### config.mk
export PLATFORM = sky130hd
export DESIGN_NAME = writeback_stage
export DESIGN_NICKNAME = d
export VERILOG_FILES = /design/src/rtl/writeback_stage.sv
export SDC_FILE = /design/constraint.sdc
export NUM_CORES = 1
export LEC_CHECK = 0
export BUFFER_PORTS_ARGS = -buffer_cell sky130_fd_sc_hd__buf_2
export CORE_UTILIZATION = 46
export CTS_CLUSTER_SIZE = 10
export DETAILED_ROUTE_END_ITERATION = 10
export PLACE_DENSITY = 0.84
export REMOVE_ABC_BUFFERS = 1
export SLEW_MARGIN = 20
export SYNTH_ARGS = -nofsm -noshare
export SYNTH_HDL_FRONTEND = slang
export SYNTH_SLANG_ARGS = --single-unit
### constraint.sdc
create_clock -name clk -period 1.7 [get_ports clk]
set_input_delay 0.34 -clock clk [delete_from_list [all_inputs] [get_ports clk]]
set_output_delay 0.34 -clock clk [all_outputs]
set_load 0.02 [all_outputs]
### src/rtl/writeback_stage.sv
// MEM/WB pipeline register and write side of the register file and NZCV status register.
// Also keeps a retired-instruction counter and a sticky flag for blocked PC writebacks.
module writeback_stage #(
  parameter int unsigned DATA_W     = 32,
  parameter int unsigned REG_ADDR_W = 4,
  parameter int unsigned PC_REG     = 15,
  parameter int unsigned CNT_W      = 32
) (
  input  logic                  clk,
  input  logic                  rst,
  input  logic                  freeze,
  input  logic                  flush,
  input  logic                  valid_in,
  input  logic                  wb_en_in,
  input  logic                  mem_read_in,
  input  logic [DATA_W-1:0]     alu_result_in,
  input  logic [DATA_W-1:0]     mem_data_in,
  input  logic [REG_ADDR_W-1:0] dest_in,
  input  logic                  status_we_in,
  input  logic [3:0]            status_in,
  output logic                  wb_en_out,
  output logic [REG_ADDR_W-1:0] wb_dest_out,
  output logic [DATA_W-1:0]     wb_value_out,
  output logic [3:0]            status_reg_out,
  output logic [CNT_W-1:0]      retired_count,
  output logic                  pc_write_err
);

  localparam logic [REG_ADDR_W-1:0] PC_ADDR = REG_ADDR_W'(PC_REG);

  logic                  r_valid;
  logic                  r_wb_en;
  logic                  r_mem_read;
  logic [REG_ADDR_W-1:0] r_dest;
  logic [DATA_W-1:0]     r_alu;
  logic [DATA_W-1:0]     r_mem;
  logic [3:0]            r_status;
  logic [CNT_W-1:0]      r_retired_count;
  logic                  r_pc_err;

  logic                  w_load;
  logic                  w_pc_hit_in;

  assign w_load      = !freeze && !flush;
  // Enables are qualified with valid_in so X on a bubble's fields never reaches wb_en_out.
  assign w_pc_hit_in = valid_in && wb_en_in && (dest_in == PC_ADDR);

  // MEM/WB pipeline register: freeze holds, flush loads a bubble.
  always_ff @(posedge clk or negedge rst) begin
    if (!rst) begin
      r_valid    <= 1'b0;
      r_wb_en    <= 1'b0;
      r_mem_read <= 1'b0;
      r_dest     <= '0;
      r_alu      <= '0;
      r_mem      <= '0;
    end else if (!freeze) begin
      if (flush) begin
        r_valid    <= 1'b0;
        r_wb_en    <= 1'b0;
        r_mem_read <= 1'b0;
        r_dest     <= '0;
        r_alu      <= '0;
        r_mem      <= '0;
      end else begin
        r_valid    <= valid_in;
        r_wb_en    <= valid_in & wb_en_in;
        r_mem_read <= valid_in & mem_read_in;
        r_dest     <= dest_in;
        r_alu      <= alu_result_in;
        r_mem      <= mem_data_in;
      end
    end
  end

  // Architectural NZCV; flush deliberately does not block an EXE flag update.
  always_ff @(posedge clk or negedge rst) begin
    if (!rst) begin
      r_status <= 4'b0000;
    end else if (!freeze && status_we_in) begin
      r_status <= status_in;
    end
  end

  // Retired counter and sticky PC-write error, both updated as the entry is loaded.
  always_ff @(posedge clk or negedge rst) begin
    if (!rst) begin
      r_retired_count <= '0;
      r_pc_err        <= 1'b0;
    end else if (w_load) begin
      if (valid_in) begin
        r_retired_count <= r_retired_count + CNT_W'(1);
      end
      if (w_pc_hit_in) begin
        r_pc_err <= 1'b1;
      end
    end
  end

  assign wb_en_out      = r_valid & r_wb_en & (r_dest != PC_ADDR);
  assign wb_dest_out    = r_dest;
  assign wb_value_out   = r_mem_read ? r_mem : r_alu;
  assign status_reg_out = r_status;
  assign retired_count  = r_retired_count;
  assign pc_write_err   = r_pc_err;

endmodule
# Word level (Yosys, flattened, before mapping)
# Cells that the tools add are included.
# Widths: inputs -> output; s select.
# totals
regBits,108
in_bits,80
output_inout_bits,74
word_cells,31
# op_classes
add_sub_neg,1
eq_ne,2
n_mux,7
bitwise_logic,4
n_reduce_logical,8
# ops
op,n
$mux 32,3
$add 32x1->32 const B,1
$and 1x1->1,4
$eq 4x4->1 const B,1
$logic_and 1x1->1,4
$mux 4,1
$ne 4x4->1 const B,1
$reduce_and 2->1,2
$mux 1,3
$logic_not 1->1,2

# Depth between registers and ports, before layout
# logic_depth
depth_word,3
depth_mapped,6
mapped_depth_nobuf,5

# Worst setup path after synthesis
# OpenSTA, ideal clock, no wires.
# synth_path
path_type,reg-to-reg
startpoint,register r_retired_count[8] (netlist: retired_count[8])
endpoint,register r_retired_count[17] (netlist: retired_count[17])
setup_ns,0.130
arrival_time_ns,1.720
t_required_ns,1.570
path_slack_ns,-0.151
path_stages_with_launch,5
path_buffers,0
period_less_slack_ns,1.851
path_cell_list,dfrtp_1 nand4_2 or4_4 or3_1 xnor2_1
# synth_between
elab_chain_cells,1
# synth_rtl
item,line,rtl
start: declaration,38,logic [CNT_W-1:0] r_retired_count;
start signal: assignment,92,r_retired_count <= r_retired_count + CNT_W'(1);
$add 32x1->32,92,
# No other way between the ends.
# A chain may end at the register's enable or synchronous reset.

# Worst setup path in the final report
# layout_path
startpoint,register r_mem_read
endpoint,output wb_value_out[6]
# layout_between
elab_chain_cells,1
# layout_rtl
item,line,rtl
start: declaration,33,logic r_mem_read;
start signal: assignment,68,r_mem_read <= valid_in & mem_read_in;
$mux 32,102,assign wb_value_out = r_mem_read ? r_mem : r_alu;
end: declaration,23,"output logic [DATA_W-1:0] wb_value_out,"
# No other way between the ends.

==> metrics.md <==
| Metric | Value |
|---|---|
| Ys flop type | dfrtp_1 |
| Relative slew slack | 58.4% |
| Clock transition at path regs | 100 ps |
| Crit Path Class | register to output port |
| Metal2 WL | 6.24 mm |
| Final Slew Violations | 0 |
| Tightest Hold Check Type | input pin to register |
| Cell depth of the worst min-delay path | 2 |
| Die Wd | 106 um |
| GPL Wtd Cong | 0.845 |
| Switching Fraction | 29.8% |
| Post-route DRC | 0 |
| Initial Util | 47.9% |
| Rows | 37 |
| First-pass GRT wire length | 19.2 mm |
| Root Driver | clkbuf_8 |
| Avg Cell Area, Syn | 10.3 um^2 |
| Arrival time worst endpoint | 1540 ps |
| P_sw | 1.68 mW |
| Gate count after technology mapping | 486 |
| Tot Pwr | 5.63 mW |
| Die area | 11300 um^2 |
| Layout area overhead | 33.7% |
| Final-stage net count | 755 |
| Critical Path End Type | output port |
| Clock power share | 26.0% |
| P_int | 3.95 mW |
| Leakage | 3.42 nW |
| Reg-to-reg slack, setup | -130 ps |
| Count leader, synth | dfrtp_1 |
| Final WL | 12.5 mm |
| Area after DPL | 6170 um^2 |
| Layout cells sized above 1 | 42.0% |
| Placeable Area | 10500 um^2 |
| Vias in the first global route | 4130 |
| Number of max-cap violations | 0 |
| Post-synth EDFFs | 0 |
| IO Port Bufs | 153 |
| Largest net degree at the start of global routing | 105 |
| Antenna violations before repair | 0 |
| Cell variety after synth | 34 |
| Max Freq | 0.533 GHz |
| Failing checks | negative setup slack |
| Dpl cells | 787 |
| TNS Setup | -5490 ps |
| Fin area | 6710 um^2 |
| #FFs+latches synth | 108 |
| Yosys top cell by area | dfrtp_1 |
| Worst Slack Setup Final | -176 ps |
| Crit path cell chain | clkbuf_16 > mux2_2 > buf_2 |
| Pwr Density | 840 nW/um^2 |
| Max VDD drop | 0.000401 V |
| Ys async rst share | 100% |
| Die height | 106 um |
| CTS Sinks | 108 |
| Comb power frac | 21.8% |
| DRT antenna net count | 0 |
| Post-synth top cells | dfrtp_1 (108), nand2_1 (84), nand2b_1 (65), o21ai_0 (65), mux2_2 (36) |
| WL met1 | 5.37 mm |
| Largest cells by area after synthesis | dfrtp_1 (54%), nand2b_1 (8.1%), mux2_2 (8.1%), o21ai_0 (6.5%), nand2_1 (6.3%) |
| Routed met3 length | 677 um |
| DR iter-0 viols | 223 |
| Critical path's slowest cell | dfrtp_2 |
| Final setup viols | 43 |
| Avg WL per Cell | 15.3 um |
| Post-DR vias/cell | 5.08 |
| First-pass DRT Iterations | 4 |
| Final cycle utilization of the critical path | 110% |
| Reg power frac | 52.1% |
| CTS buffer count | 9 |
| Startpoint types | register |
| R2r worst-path depth | 6 |
| Max Clock Skew | 13.1 ps |
| Clk buf depth | 2 |
| GRT Residual Overflow | 0 |
| Setup Slack @ Placement | -337 ps |
| Yosys top cell area share | 53.9% |
| Yosys warns | 0 |
| Antenna diodes | 0 |
| Htree depth | 3 |
| RSZ-0062 raised after global routing | yes |
| I/O Pins | 154 |
| Largest stage delay, worst path | 440 ps |
| Register area share after synthesis | 53.9% |
| Tightest Pin Transition | 624 ps |
| Total track usage | 21.5% |
| Layout Utilization | 64.1% |
| Top routing layer used | met4 |
| Worst-skew pair later-pin latency | 360 ps |
| Outcome | complete, but fails checks |
| Post-DP HPWL | 8.29 mm |
| Vias | 4138 |
| WHS | 198 ps |
| TritonCTS clock tree | yes |
| CP Max Fanout | 16 |
| Mapped cell area | 5010 um^2 |
| Non-filler instance count after layout | 815 |
| CP required | 1360 ps |
| Final Hold Vio Count | 0 |
| Tmin final | 1880 ps |
## state kept, by name (all words and copies together) (netlist names)
register / cells
r_valid: 1
r_wb_en: 1
r_alu: 32
wb_dest_out: 4
r_mem: 32
retired_count: 32
pc_write_err: 1
status_reg_out: 4
r_mem_read: 1
## critical path, delay by kind of cell (launching register included)
kind                   cells  cell delay (ps)
flip-flops                 1              440
buffers and inverters      2              370
multiplexers               1              350
## layer usage
metal  track usage, %  vias up
li1                 -     1994
met3             3.86       14
met5                0        -
met4             7.84        0
met2             36.4      153
met1             27.6     1977
## power groups by stage
stage | sequential (mW) | combinational (mW) | clock [mW]
after CTS | 2.92 | 1.14 | 1.52
after global placement | 2.95 | 1.09 | 0
final | 2.94 | 1.23 | 1.47
after global routing | 2.96 | 1.33 | 1.62
after floorplan | 3.09 | 0.420 | 0
after detailed placement | 2.97 | 1.13 | 0
## cells by family (layout without fill, tap and decap cells)
logic type,Yosys count,after routing,synth area share [%]
AO/OA/AOI/OAI,72,72,7.71
XOR/XNOR,31,31,5.42
adder cells (fa/ha/maj),1,1,0.250
buffers and inverters,36,229,2.92
flip-flops,108,108,53.9
multiplexers,36,36,8.09
AND/OR/NAND/NOR,202,202,21.7
## final timing paths
path	to	start
setup / recovery	wb_value_out[6]	r_mem_read$_DFFE_PN0N_
min in group asynchronous	status_reg_out[0]$_DFFE_PN0P_	rst
max in group asynchronous	r_mem_read$_DFFE_PN0N_	rst
setup reg to reg	retired_count[20]$_DFFE_PN0P_	retired_count[1]$_DFFE_PN0P_
hold / removal	r_mem[31]$_DFFE_PN0N_	mem_data_in[31]
hold reg to reg	r_mem[15]$_DFFE_PN0N_	r_mem[15]$_DFFE_PN0N_
## layout by cell type, fill, tap and decap left out, drive strengths merged
| master | n |
|---|---|
| nor3 | 8 |
| and2 | 1 |
| clkinvlp | 3 |
| a41oi | 1 |
| xor2 | 15 |
| and3 | 2 |
| dfrtp | 108 |
| nor4 | 9 |
| nand2b | 65 |
| and4 | 1 |
| or3b | 1 |
| buf | 204 |
| ha | 1 |
| nor2b | 1 |
| xnor2 | 16 |
| nand2 | 84 |
| nor4b | 1 |
| a31o | 1 |
| or3 | 3 |
| o21ai | 65 |
| or2 | 1 |
| nand4 | 7 |
| dlygate4sd3 | 1 |
| a22o | 5 |
| or4 | 2 |
| nor2 | 8 |
| clkinv | 2 |
| inv | 7 |
| clkbuf | 12 |
| nand3 | 8 |
| mux2 | 36 |
## cell type report
cell class	instances	area (um^2)
clock buffers	11	151
multi-input cells	342	2330
clock inverters	5	36.3
flip-flops and latches	108	2700
repair buffers	206	1280
fillers	815	3760
inverters	7	26.3
well taps	136	170
## repair_timing
action                                  4_1_cts  5_1_grt
buffers inserted                              0       10
gates cloned                                  0        1
endpoints found under the hold margin         4        0
hold buffers                                  1        0
endpoints found under the setup margin       42       45
resized for setup                            15       37
pin swaps                                     4       18
(Power assumes the default switching activity.)
